$ cat config.mk
export PLATFORM = sky130hd
export DESIGN_NAME = pc_seq
export DESIGN_NICKNAME = d
export VERILOG_FILES = /design/src/rtl/pc_seq.sv
export SDC_FILE = /design/constraint.sdc
export NUM_CORES = 1
export LEC_CHECK = 0
export ABC_AREA = 0
export BUFFER_PORTS_ARGS = -buffer_cell sky130_fd_sc_hd__buf_4
export CAP_MARGIN = 20
export CORE_MARGIN = 5
export CORE_UTILIZATION = 55
export CTS_BUF_LIST = sky130_fd_sc_hd__clkbuf_8
export DETAILED_ROUTE_END_ITERATION = 10
export GPL_ROUTABILITY_DRIVEN = 1
export GPL_TIMING_DRIVEN = 0
export HOLD_SLACK_MARGIN = 0.15
export PLACE_DENSITY_LB_ADDON = 0.15
export SETUP_SLACK_MARGIN = 0.4
export SLEW_MARGIN = 20
export SYNTH_ARGS = -nofsm -noshare
export SYNTH_HDL_FRONTEND = slang
export SYNTH_SLANG_ARGS = --single-unit
$ cat constraint.sdc
create_clock -name i_clk -period 2.6 [get_ports i_clk]
set_input_delay 0.78 -clock i_clk [delete_from_list [all_inputs] [get_ports i_clk]]
set_output_delay 0.78 -clock i_clk [all_outputs]
set_load 0.01 [all_outputs]
$ cat src/rtl/pc_seq.sv
// Program-counter sequencer for instruction fetch: sequential step, branch,
// jump, and call/return through a small circular return-address stack.
module pc_seq #(
    parameter int               WIDTH     = 16,
    parameter int               STEP      = 1,
    parameter logic [WIDTH-1:0] RESET_VEC = '0,
    parameter int               RAS_DEPTH = 4
) (
    input  logic             i_clk,
    input  logic             i_reset,
    input  logic             i_stall,
    input  logic             i_jump,
    input  logic             i_call,
    input  logic             i_ret,
    input  logic             i_branch,
    input  logic [WIDTH-1:0] i_jump_addr,
    input  logic [WIDTH-1:0] i_branch_off,
    output logic [WIDTH-1:0] o_pc,
    output logic             o_ras_empty,
    output logic             o_ras_full,
    output logic             o_ras_err
);

    localparam int PW = (RAS_DEPTH > 1) ? $clog2(RAS_DEPTH) : 1;
    localparam int CW = $clog2(RAS_DEPTH + 1);

    logic [WIDTH-1:0] r_pc;
    logic [WIDTH-1:0] r_ras [RAS_DEPTH];
    logic [PW-1:0]    r_wp;
    logic [CW-1:0]    r_cnt;
    logic             r_empty;
    logic             r_full;
    logic             r_err;

    logic [WIDTH-1:0] w_pc_seq;
    logic [WIDTH-1:0] w_pc_next;
    logic [PW-1:0]    w_wp_inc;
    logic [PW-1:0]    w_wp_dec;
    logic [PW-1:0]    w_wp_next;
    logic [CW-1:0]    w_cnt_next;
    logic             w_err_next;
    logic             w_push;

    assign w_pc_seq = r_pc + WIDTH'(STEP);

    // Write pointer always names the next free slot; when full it lands on
    // the oldest entry, so a push there gives circular overwrite for free.
    assign w_wp_inc = (r_wp == PW'(RAS_DEPTH - 1)) ? PW'(0) : r_wp + PW'(1);
    assign w_wp_dec = (r_wp == PW'(0)) ? PW'(RAS_DEPTH - 1) : r_wp - PW'(1);

    // Next-state selection by priority: stall > ret > call > jump > branch > step
    always_comb begin
        w_pc_next  = w_pc_seq;
        w_wp_next  = r_wp;
        w_cnt_next = r_cnt;
        w_err_next = r_err;
        w_push     = 1'b0;
        if (i_stall) begin
            w_pc_next = r_pc;
        end else if (i_ret) begin
            if (r_cnt != CW'(0)) begin
                w_pc_next  = r_ras[w_wp_dec];
                w_wp_next  = w_wp_dec;
                w_cnt_next = r_cnt - CW'(1);
            end else begin
                w_err_next = 1'b1;
            end
        end else if (i_call) begin
            w_push    = 1'b1;
            w_pc_next = i_jump_addr;
            w_wp_next = w_wp_inc;
            if (r_cnt == CW'(RAS_DEPTH)) begin
                w_err_next = 1'b1;
            end else begin
                w_cnt_next = r_cnt + CW'(1);
            end
        end else if (i_jump) begin
            w_pc_next = i_jump_addr;
        end else if (i_branch) begin
            w_pc_next = r_pc + i_branch_off;
        end else begin
            w_pc_next = w_pc_seq;
        end
    end

    // PC, stack pointer, occupancy and flag registers
    always_ff @(posedge i_clk) begin
        if (i_reset) begin
            r_pc    <= RESET_VEC;
            r_wp    <= '0;
            r_cnt   <= '0;
            r_empty <= 1'b1;
            r_full  <= 1'b0;
            r_err   <= 1'b0;
        end else begin
            r_pc    <= w_pc_next;
            r_wp    <= w_wp_next;
            r_cnt   <= w_cnt_next;
            r_empty <= (w_cnt_next == CW'(0));
            r_full  <= (w_cnt_next == CW'(RAS_DEPTH));
            r_err   <= w_err_next;
        end
    end

    // Stack storage; contents are meaningless while empty so no reset needed
    always_ff @(posedge i_clk) begin
        if (!i_reset && w_push) begin
            r_ras[r_wp] <= w_pc_seq;
        end
    end

    assign o_pc        = r_pc;
    assign o_ras_empty = r_empty;
    assign o_ras_full  = r_full;
    assign o_ras_err   = r_err;

endmodule

== Word level (Yosys, flattened, before mapping) ==
Memories as Yosys holds them, arrays and structs flattened.
Index checks and enable logic that the tools add are counted.
Cells by class
  multiplexer cells: 24
  $add $sub $neg: 6
  eq/ne operators: 5
  reduce and logical (&&, ||, !) cells: 9
  bitwise logic cells: 1
Operators by type and width (number)
  $mux 16: 5
  $add 16x1->16 const B: 1
  $add 16x16->16: 1
  $mux 3: 5
  $mux 2: 5
  $mux 1: 9
  $eq 3x3->1 const B: 2
  $reduce_and 4->1: 1
  $reduce_bool 2->1: 2
  $add 3x1->3 const B: 1
  $logic_not 3->1: 1
  $reduce_and 3->1: 1
  $reduce_bool 3->1: 1
  $sub 3x1->3 const B: 1
  $add 2x1->2 const B: 1
  $eq 2x2->1 const B: 1
  $logic_not 2->1: 1
  $ne 2x1->1 const B: 1
  $ne 2x2->1 const B: 1
  $sub 2x1->2 const B: 1
  $logic_and 1x1->1: 1
  $logic_not 1->1: 1
  $not 1->1: 1
Storage, ports and cells
  input bits: 39
  memories kept: 1
  word-level logic and storage cells: 52
  register bits after elaboration: 24
  bits in writable memories: 64
  output and inout port bits: 19
Memory list
  r_ras: depth 4, bits a word 16, rd ports 1, clocked after Yosys merged registers in 0, write ports 1, RTL line 28  | logic [WIDTH-1:0] r_ras [RAS_DEPTH];

== Logic depth before layout (Yosys ltp) ==
Gate-level depths: netlist (run 1).
  depth in word-level cells: 6
  mapped depth: 9
  depth with buffers taken out: 9

== Worst setup path after synthesis (run 1) ==
Ideal clock, no wire load.
  kind: input to register
  start point: input port i_branch_off[0]
  end point: register r_pc[12] (netlist: o_pc[12])
  buffers on the path: 0
  path slack: -71 ps
  cell stages on the path: 8
  data required time: 2471 ps
  setup time: 129 ps
  arrival time: 2542 ps
  path through: ha_1 -> fa_1 -> a211o_1 -> a21oi_1 -> o21ai_0 -> o311ai_0 -> a41o_1 -> a31oi_1
On the way
  longest elaborated chain between the ends: 5
RTL lines
  start: declaration: RTL line 17  | input logic [WIDTH-1:0] i_branch_off,
  $add 16x16->16: RTL line 80  | w_pc_next = r_pc + i_branch_off;
  $mux 16: RTL line 79  | end else if (i_branch) begin
  $mux 16: RTL line 77  | end else if (i_jump) begin
  $mux 16: RTL line 68  | end else if (i_call) begin
  $mux 16: RTL line 60  | end else if (i_ret) begin
  end signal: assignment: RTL line 96  | r_pc <= w_pc_next;
  end: declaration: RTL line 27  | logic [WIDTH-1:0] r_pc;
No other way between the ends.
A chain may end at the register's enable or synchronous reset.

== Worst setup path in the final report (run 1) ==
  start point: input port i_branch_off[0]
  end point: register r_pc[10] (netlist: o_pc[10])
The elaborated chain is that of the path after synthesis.

==> run metrics, run 1 <==
Finish-stage setup viols=0; area taken by multi-input logic gates=around 2600 um2; Synth area leaders=edfxtp_1, dfxtp_1, mux4_2; P per Cell Area=between 600 and 700 nW/um2; DRT iter0 DRCs=between 200 and 300; crit path from=i_branch_off[0]; die area=10,900 um2; die width=104 um; Slowest cell on crit path=fa_2; cells along the critical path=buf_6 > ha_4 > fa_2 > a211o_1 > a21oi_4 > o21ai_4 > a21oi_2 > xnor2_1 > nand2_1 > a31oi_1; WL/cell=20.9 um; Clock power frac=29.0%; Max VDD drop=~0.00053 V; drc violations=0; Max Freq=0.436 GHz; placer congestion estimate=0.901; Fin Setup TNS=0 ns; unrepaired setup endpoints after global routing=true; Least-Margin Pin Slew=0.602 ns; TritonCTS clock tree=done; CP Max Fanout=3; Synthesized Nets=509; Layout area overhead=23.7%; Routed Antenna Nets=0; CP endpoint kind=flip-flop; startpoint types=primary input; status=finished, final reports clean; FFs w/ async S/R, synth=0%; Syn Std Cell Area=4910 um2; max_cap viols=0; share of cells above drive strength 1=29.6%; CTS sink count=just under 90; Root Buffer=clkbuf_8; DP HPWL=just under 10,000 um; fin area=around 6000 um2; Reg2Reg Launch Point=o_pc[9]; max-slew violations=0; post-place setup slack=-0.253 ns; grt ovf=0; FF+latch count, synth=between 80 and 90; R2R depth=8; Clk pin slew, worst setup/hold paths=0.10 ns; Crit Path Category=in2reg; Tcrit/Tclk final=88.2%; P_sw=1.17 mW; Post-Route WL=13,300 um; routed vias=3,973; hold depth=2; total clock buffers created by CTS=9; final net count=585; H-tree depth=3; Synth area leader=edfxtp_1; initial antenna violation count=0; min Tclk post-route=about 2.3 ns; Die Span Y=between 100 and 150 um; Antenna Cells=0; vias in the first global route=3,841; initial core utilization=56.3%; CP Data Required Time=2.89 ns; hold_sp=o_ras_err; Comb pwr share=a little over a quarter; fill count=672; Internal Power=between 2 and 3 mW; Unique masters post-synth=57; EDFF count, synth=64; Worst Hold Class=reg2reg; sequential fraction of the synthesis area=between 40% and 50%; Worst EP arrival=2.58 ns; Worst Skew=0.00818 ns; Max stage delay on crit path=0.35 ns; most frequent cells in the layout=edfxtp_1, buf_4, nand2_1, nor2_1, a21oi_1; Switching Fraction=31.1%; Clock Path Buffers=2; CTS Hold Buffers Added=0; Worst-Skew Late Latency=around 0.36 ns; LEAKAGE=2.31 nW; Final Worst Setup Slack=0.307 ns; CP endpoint=o_pc[10]; GRT Overall Usage=24.2%; placeable core area=a little under 9000 um2; first-pass GRT wire length=between 20,000 and 25,000 um; pin count of the biggest net entering global routing=18; First-pass DRT Iterations=5; final hold vios=0; Worst slew margin=roughly 60%; synthesized instance count=between 400 and 500; number of port buffers=54; Avg Cell Area, Syn=11.0 um2; FP Rows=34; # IOs=58; Synth top area share=39.1%; Register Area=approximately 2400 um2; Seq pwr share=44.1%; Reg-to-Reg End=o_pc[14]; commonest non-fill, non-tap cell in the layout=edfxtp_1; R2R Setup Slk=0.37 ns; placed cell area=5590 um2; Yosys warnings=0; DR vias/cell=6.26; dominant synthesized flop cell=edfxtp_1
-- sequential cells by signal, summed over array words and instances, names as in the netlist --
| register | flops |
|---|---|
| o_ras_empty | 1 |
| o_ras_full | 1 |
| o_pc | 16 |
| o_ras_err | 1 |
| r_wp | 2 |
| r_cnt | 3 |
| r_ras | 64 |
-- synth_stat cells (all sizes together) (2+ instances only) --
library cell	count
nand2	47
xor2	9
edfxtp	64
ha	23
o22ai	2
nand3	9
nor4	2
a21o	7
a211oi	8
o211ai	2
and2	7
dfxtp	24
a21oi	37
xnor2	16
inv	15
and3	9
or3	2
o21bai	6
o21ai	20
nor3	8
mux4	16
a221oi	8
and4	2
nor2	35
mux2i	3
a31oi	7
o2111ai	3
clkbuf	17
nand2b	3
buf	5
a221o	5
nand4	6
a211o	2
a2111oi	3
-- logic make-up (layout without fill, tap and decap cells) --
kind of cell / count (synthesis) / in the layout / share of synthesized area, %
buf+inv: 37 / 118 / 2.93
compound gates: 120 / 120 / 16.6
flops: 88 / 88 / 48.9
simple gates: 133 / 133 / 12.8
mux: 19 / 19 / 7.95
xor+xnor: 25 / 25 / 4.46
fa+ha+maj: 24 / 24 / 6.27
-- final cells by class --
cell class | count | share of cell area, %
Sequential cell | 88 | 39.8
Tap cell | 108 | 2.23
Buffer | 22 | 2.08
Clock inverter | 7 | 1.75
Inverter | 15 | 0.968
Timing Repair Buffer | 65 | 8.37
Multi-Input combinational cell | 321 | 42.8
Clock buffer | 9 | 2.04
-- worst min-delay path by stage --
stage,end,slack (ns)
after floorplan,r_wp[1],0.50
after global placement,o_ras_err,0.48
after detailed placement,o_ras_err,0.49
after CTS,o_ras_err,0.52
after global routing,o_ras_err,0.56
final,o_ras_err,0.53
-- per-stage QoR --
step	std cells	hold WS (ns)	total power, mW	util, %
final	635	0.526	3.75	69.6
after global routing	635	0.563	3.92	69.6
after CTS	629	0.517	3.72	68.1
after detailed placement	608	0.491	2.60	64.0
after global placement	608	0.482	2.57	64.0
after floorplan	446	0.502	2.29	-
-- repair_timing --
action / CTS / global route
setup buffers: 5 / 6
pin swaps: 10 / 9
setup endpoints to repair: 81 / 79
resized for setup: 22 / 27
-- layer usage --
layer  wire (um)  track usage [%]  up-vias
li1            -                -     1855
met5           0                0        -
met2        6610             39.6      150
met1        5670             32.7     1946
met4         208             6.75        0
met3         799             5.09       22
-- critical path: cells and delay by family --
| family | cells | cell delay (ns) |
|---|---|---|
| xor+xnor | 1 | 0.13 |
| compound gates | 5 | 1.00 |
| simple gates | 1 | 0.08 |
| fa+ha+maj | 2 | 0.50 |
| buf+inv | 1 | 0.10 |
-- power by group through the flow --
| stage | Clock [mW] | Combinational (mW) | Sequential (mW) |
|---|---|---|---|
| floorplan | 0 | 0.616 | 1.68 |
| global placement | 0 | 0.897 | 1.68 |
| detailed placement | 0 | 0.917 | 1.68 |
| CTS | 1.11 | 0.959 | 1.65 |
| global route | 1.17 | 1.09 | 1.66 |
| finish | 1.09 | 1.01 | 1.65 |
No activity file was read; power rests on OpenSTA's default activity.
==> run 2: changes to the inputs <==
--- a/config.mk
+++ b/config.mk
@@ -11,6 +11,7 @@
 export CORE_MARGIN = 5
 export CORE_UTILIZATION = 55
 export CTS_BUF_LIST = sky130_fd_sc_hd__clkbuf_8
+export CTS_CLUSTER_DIAMETER = 40
 export DETAILED_ROUTE_END_ITERATION = 10
 export GPL_ROUTABILITY_DRIVEN = 1
 export GPL_TIMING_DRIVEN = 0
==> constraint.sdc (replaced) <==
create_clock -name i_clk -period 2.6 [get_ports i_clk]
set_input_delay 0.78 -clock i_clk [delete_from_list [all_inputs] [get_ports i_clk]]
set_output_delay 0.78 -clock i_clk [all_outputs]
set_load 0.05 [all_outputs]
==> run 2 against run 1 <==
Count of clock-buffer cells in the layout did not move; clock power is 21% lower; routed wire length shrank 1.1%; worst setup slack lost 0.0033 ns; sequential cell count is the same; critical endpoint is now o_pc[14]; largest cell class unchanged; largest power group unchanged.
==> run metrics, run 2 (synthesis results as in run 1) <==
total power draw=about 3.7 mW; CP Max Fanout=3; Post-Route M1 WL=5480 um; post-place setup slack=-0.156 ns; Tcrit/Tclk final=88.3%; Crit Path Category=in2reg; Post-Route WL=13,100 um; Biggest register=r_ras; R2R depth=9; DRT iter0 DRCs=280; vias in the first global route=3,766; # IOs=58; Met2 Wirelength=6470 um; WHS Endpoint=o_ras_err; placed cell area=5590 um2; max-slew violations=0; Max VDD drop=between 0.0004 and 0.0005 V; initial antenna violation count=0; share of cells above drive strength 1=between 30% and 40%; fill count=664; max reg flops=64; Worst slew margin=59.4%; Finish-stage setup viols=0; Clock Path Buffers=2; Routed Antenna Nets=0; H-tree depth=3; Clock power frac=23.5%; Internal Power=2.41 mW; LEAKAGE=2.35 nW; FP Rows=34; P per Cell Area=598 nW/um2; final core occ=between 70% and 80%; grt ovf=0; TritonCTS clock tree=done; routed vias=3,961; most frequent cells in the layout=buf_4, edfxtp_1, nand2_1, nor2_1, a21oi_1; status=finished, final reports clean; die width=104 um; initial core utilization=between 50% and 60%; drc violations=0; GRT Overall Usage=between 20% and 30%; Max Freq=0.436 GHz; first-pass GRT wire length=19,900 um; Clk pin slew, worst setup/hold paths=about 0.10 ns; pin count of the biggest net entering global routing=17; Root Buffer=clkbuf_8; total clock buffers created by CTS=9; Worst-Skew Late Latency=around 0.36 ns; Switching Fraction=34.3%; hold_sp=o_ras_err; final hold vios=0; final net count=596; R2R Setup Slk=0.39 ns; startpoint types=primary input; placeable core area=about 8700 um2; CP endpoint kind=flip-flop; Reg2Reg Launch Point=o_pc[0]; commonest non-fill, non-tap cell in the layout=buf_4; P_sw=1.26 mW; max_cap viols=0; number of port buffers=54; Worst Hold Class=reg2reg; DP HPWL=~9000 um; Comb pwr share=about a third; WL/cell=20.3 um; CTS sink count=88; Seq pwr share=45.0%; hold depth=2; Least-Margin Pin Slew=0.608 ns; Layout area overhead=25.1%; uppermost layer routed=met4; Worst Skew=0.0193 ns; fin area=roughly 6100 um2; Final Worst Setup Slack=0.304 ns; unrepaired setup endpoints after global routing=true; die area=10,900 um2; min Tclk post-route=2.30 ns; routed length on met3=968 um; CTS Hold Buffers Added=0; First-pass DRT Iterations=5; Reg-to-Reg End=o_pc[14]; Antenna Cells=0; Die Span Y=104 um; CP Data Required Time=2.83 ns; Worst EP arrival=2.53 ns; DR vias/cell=~6.1; placer congestion estimate=0.930
[run 2: cell types whose count changed in the layout (fill, tap and decap cells not counted), sizes merged]
cell / change
nor2: +1
clkbuf: +1
clkinvlp: +2
buf: +8
and2: +1
bufinv: -2
[run 2: stage by stage]
stage	instances	setup TNS [ns]	hold WS [ns]
2_1_floorplan	446	0	0.502
3_3_place_gp	608	-6.80	0.459
3_5_place_dp	608	-6.35	0.464
4_1_cts	630	0	0.483
5_1_grt	646	0	0.547
6_report	646	0	0.482
[run 2: layer usage]
layer  global-route usage, %  vias to the layer above
met2                    36.2                      184
li1                        -                     1870
met4                    6.38                        0
met5                       0                        -
met1                    32.1                     1890
met3                    4.53                       17
[run 2: critical path: stages]
cell and delay (ns):
buf_6 0.10, ha_4 0.15, fa_2 0.36, a211o_1 0.33
a21oi_4 0.24, o21ai_4 0.09, nand4_1 0.13, o221ai_1 0.11
o211ai_1 0.12, o211ai_1 0.11
[run 2: worst max-delay path by stage]
stage | startpoint | end | slack, ns | cells past startpoint
detailed placement | i_branch_off[0] | o_pc[10] | -0.16 | 10
CTS | i_stall | r_ras[3][9] | 0.27 | 5
global placement | i_branch_off[0] | o_pc[10] | -0.13 | 10
floorplan | i_branch_off[0] | o_pc[10] | 0.17 | 9
finish | i_branch_off[0] | o_pc[14] | 0.30 | 10
global route | i_branch_off[0] | o_pc[14] | 0.23 | 10
[run 2: repair_timing]
| item | 4_1_cts | 5_1_grt |
|---|---|---|
| endpoints found under the setup margin | 82 | 83 |
| pin swaps | 14 | 8 |
| cloned | 0 | 3 |
| resized for setup | 19 | 34 |
| buffers inserted | 6 | 13 |
[run 2: area by class of cell]
| cell class | count | area, um2 | area share [%] |
|---|---|---|---|
| multi-input combinational | 323 | 2630 | 42.8 |
| sequential | 88 | 2420 | 39.3 |
| timing repair buffer | 74 | 601 | 9.78 |
| tap | 108 | 135 | 2.20 |
| buffer | 22 | 126 | 2.06 |
| clock buffer | 9 | 124 | 2.02 |
| inverter | 15 | 58.8 | 0.957 |
| clock inverter | 7 | 53.8 | 0.876 |
[run 2: power groups by stage]
stage / clock, mW / sequential, mW / combinational (mW)
detailed placement: 0 / 1.68 / 1.01
finish: 0.865 / 1.65 / 1.16
global route: 0.936 / 1.67 / 1.24
global placement: 0 / 1.68 / 0.990
CTS: 0.870 / 1.65 / 1.04
floorplan: 0 / 1.78 / 0.615
==> run 3: changes to the inputs <==
--- a/config.mk
+++ b/config.mk
@@ -7,9 +7,8 @@
 export LEC_CHECK = 0
 export ABC_AREA = 0
 export BUFFER_PORTS_ARGS = -buffer_cell sky130_fd_sc_hd__buf_4
-export CAP_MARGIN = 20
 export CORE_MARGIN = 5
-export CORE_UTILIZATION = 55
+export CORE_UTILIZATION = 50
 export CTS_BUF_LIST = sky130_fd_sc_hd__clkbuf_8
 export CTS_CLUSTER_DIAMETER = 40
 export DETAILED_ROUTE_END_ITERATION = 10
==> constraint.sdc (replaced) <==
create_clock -name i_clk -period 2 [get_ports i_clk]
set_input_delay 0.6 -clock i_clk [delete_from_list [all_inputs] [get_ports i_clk]]
set_output_delay 0.6 -clock i_clk [all_outputs]
set_load 0.05 [all_outputs]
==> run 3 against run 2 <==
The run now ends with setup timing left; cell count grew 9.3%; critical path type is now reg2reg; worst setup slack got worse by 0.57 ns; critical path depth is 1 lower; global-route usage is 0.44 points higher; sequential cell count is the same.
==> run metrics, run 3 (synthesis results as in run 1) <==
CP endpoint kind=flip-flop; routed vias=approximately 4,300; Slowest cell on crit path=dfxtp_4; Worst Skew=between 0.01 and 0.015 ns; Clk pin slew, worst setup/hold paths=approximately 0.10 ns; final hold vios=0; Antenna Cells=0; TritonCTS clock tree=done; Worst-Skew Late Latency=roughly 0.37 ns; Clock Path Buffers=2; max_cap viols=0; max reg flops=64; Final Worst Setup Slack=-0.263 ns; cells along the critical path=ha_4 > fa_2 > a211o_1 > a21oi_4 > o21ai_4 > nand4_1 > o221ai_1 > o211ai_1 > o211ai_1; Max Freq=~0.44 GHz; P per Cell Area=747 nW/um2; status=finished with violations; final net count=approximately 630; first-pass GRT wire length=20,700 um; LEAKAGE=2.71 nW; CP Max Fanout=3; most frequent cells in the layout=buf_4, edfxtp_1, nand2_1, nor2_1, buf_6; DRT iter0 DRCs=352; Crit Path Category=reg2reg; failing checks=setup timing; pin count of the biggest net entering global routing=17; H-tree depth=3; most used cell, CP=o211ai_1; grt ovf=0; commonest non-fill, non-tap cell in the layout=buf_4; Root Buffer=clkbuf_8; Die Span Y=109 um; unrepaired setup endpoints after global routing=true; number of port buffers=54; # IOs=58; First-pass DRT Iterations=7; CP Data Required Time=2.23 ns; Max VDD drop=~0.00050 V; DP HPWL=9500 um; Worst EP arrival=around 2.5 ns; share of cells above drive strength 1=around 46%; die area=11,900 um2; placer congestion estimate=0.900; drc violations=0; Worst Hold Class=reg2reg; fill count=646; placeable core area=approximately 9700 um2; vias in the first global route=3,859; Finish-stage setup viols=15; DR vias/cell=6.05; total power draw=5.22 mW; Fin Setup TNS=-1.87 ns; final core occ=72.2%; total clock buffers created by CTS=9; R2R Setup Slk=-0.26 ns; initial core utilization=50.7%; min Tclk post-route=2.26 ns; final hold slack=a little under 0.5 ns; startpoint types=flip-flop; initial antenna violation count=0; Layout area overhead=42.5%; Worst slew margin=55.8%; Routed Antenna Nets=0; die width=109 um; Post-Route WL=14,500 um; FP Rows=36; GRT Overall Usage=23.3%; Tcrit/Tclk final=113%; max-slew violations=0; Least-Margin Pin Slew=0.664 ns; Max stage delay on crit path=0.38 ns; CTS Hold Buffers Added=0; Biggest register=r_ras; WL/cell=20.5 um; CTS sink count=88
## run 3: cell types whose count changed in the layout (fill, tap and decap cells not counted), sizes merged
cell,change
and2,+2
buf,+37
clkbuf,-3
clkinv,+1
clkinvlp,+1
inv,-2
nor2,-1
## run 3: metrics by stage
stage | std cells | area [um2] | worst slack [ns]
floorplan | 446 | 5180 | -0.254
global placement | 633 | 5750 | -0.574
detailed placement | 633 | 5750 | -0.582
CTS | 674 | 6460 | -0.164
global route | 706 | 6990 | -0.369
finish | 706 | 6990 | -0.263
## run 3: timing repair
| action | in CTS | in global routing |
|---|---|---|
| endpoints found under the setup margin | 69 | 71 |
| gates resized for setup | 71 | 65 |
| buffers inserted | 24 | 29 |
| pin swaps | 33 | 27 |
| gates cloned | 1 | 3 |
## run 3: power by group
group          leakage, nW  internal, mW  switching [mW]
clock               0.0856         0.463           0.699
sequential           0.797          2.05           0.104
combinational         1.82         0.884            1.02
total                 2.71          3.40            1.82
## run 3: final cells by class
type                            count  area, um2  share of cell area (%)
Clock inverter                      7       52.6                   0.751
Multi-Input combinational cell    324       2910                    41.7
Inverter                           15       65.1                   0.930
Clock buffer                        9        124                    1.77
Sequential cell                    88       2470                    35.3
Tap cell                          133        166                    2.38
Timing Repair Buffer              108       1010                    14.4
Buffer                             22        196                    2.81
## run 3: final timing paths
path / start / endpoint / cells after the start
worst max-delay path: o_pc[0] / o_pc[14] / 9
worst min-delay path: o_ras_err / o_ras_err / 2
worst max register to register: o_pc[0] / o_pc[14] / 9
worst min register to register: o_ras_err / o_ras_err / 2
## run 3: per-layer routing
layer | GRT usage, % | wire length (um) | up-vias
met3 | 3.91 | 1200 | 26
li1 | - | - | 1942
met1 | 32.6 | 5870 | 2076
met4 | 10.0 | 298 | 0
met5 | 0 | 0 | -
met2 | 35.9 | 7130 | 228
## run 3: worst max-delay path: cells and delay by family, from the launching register on
kind | cells | cell delay, ns
flip-flops | 1 | 0.38
AND/OR/NAND/NOR | 1 | 0.16
AO/OA/AOI/OAI | 6 | 1.08
adder cells (fa/ha/maj) | 2 | 0.52
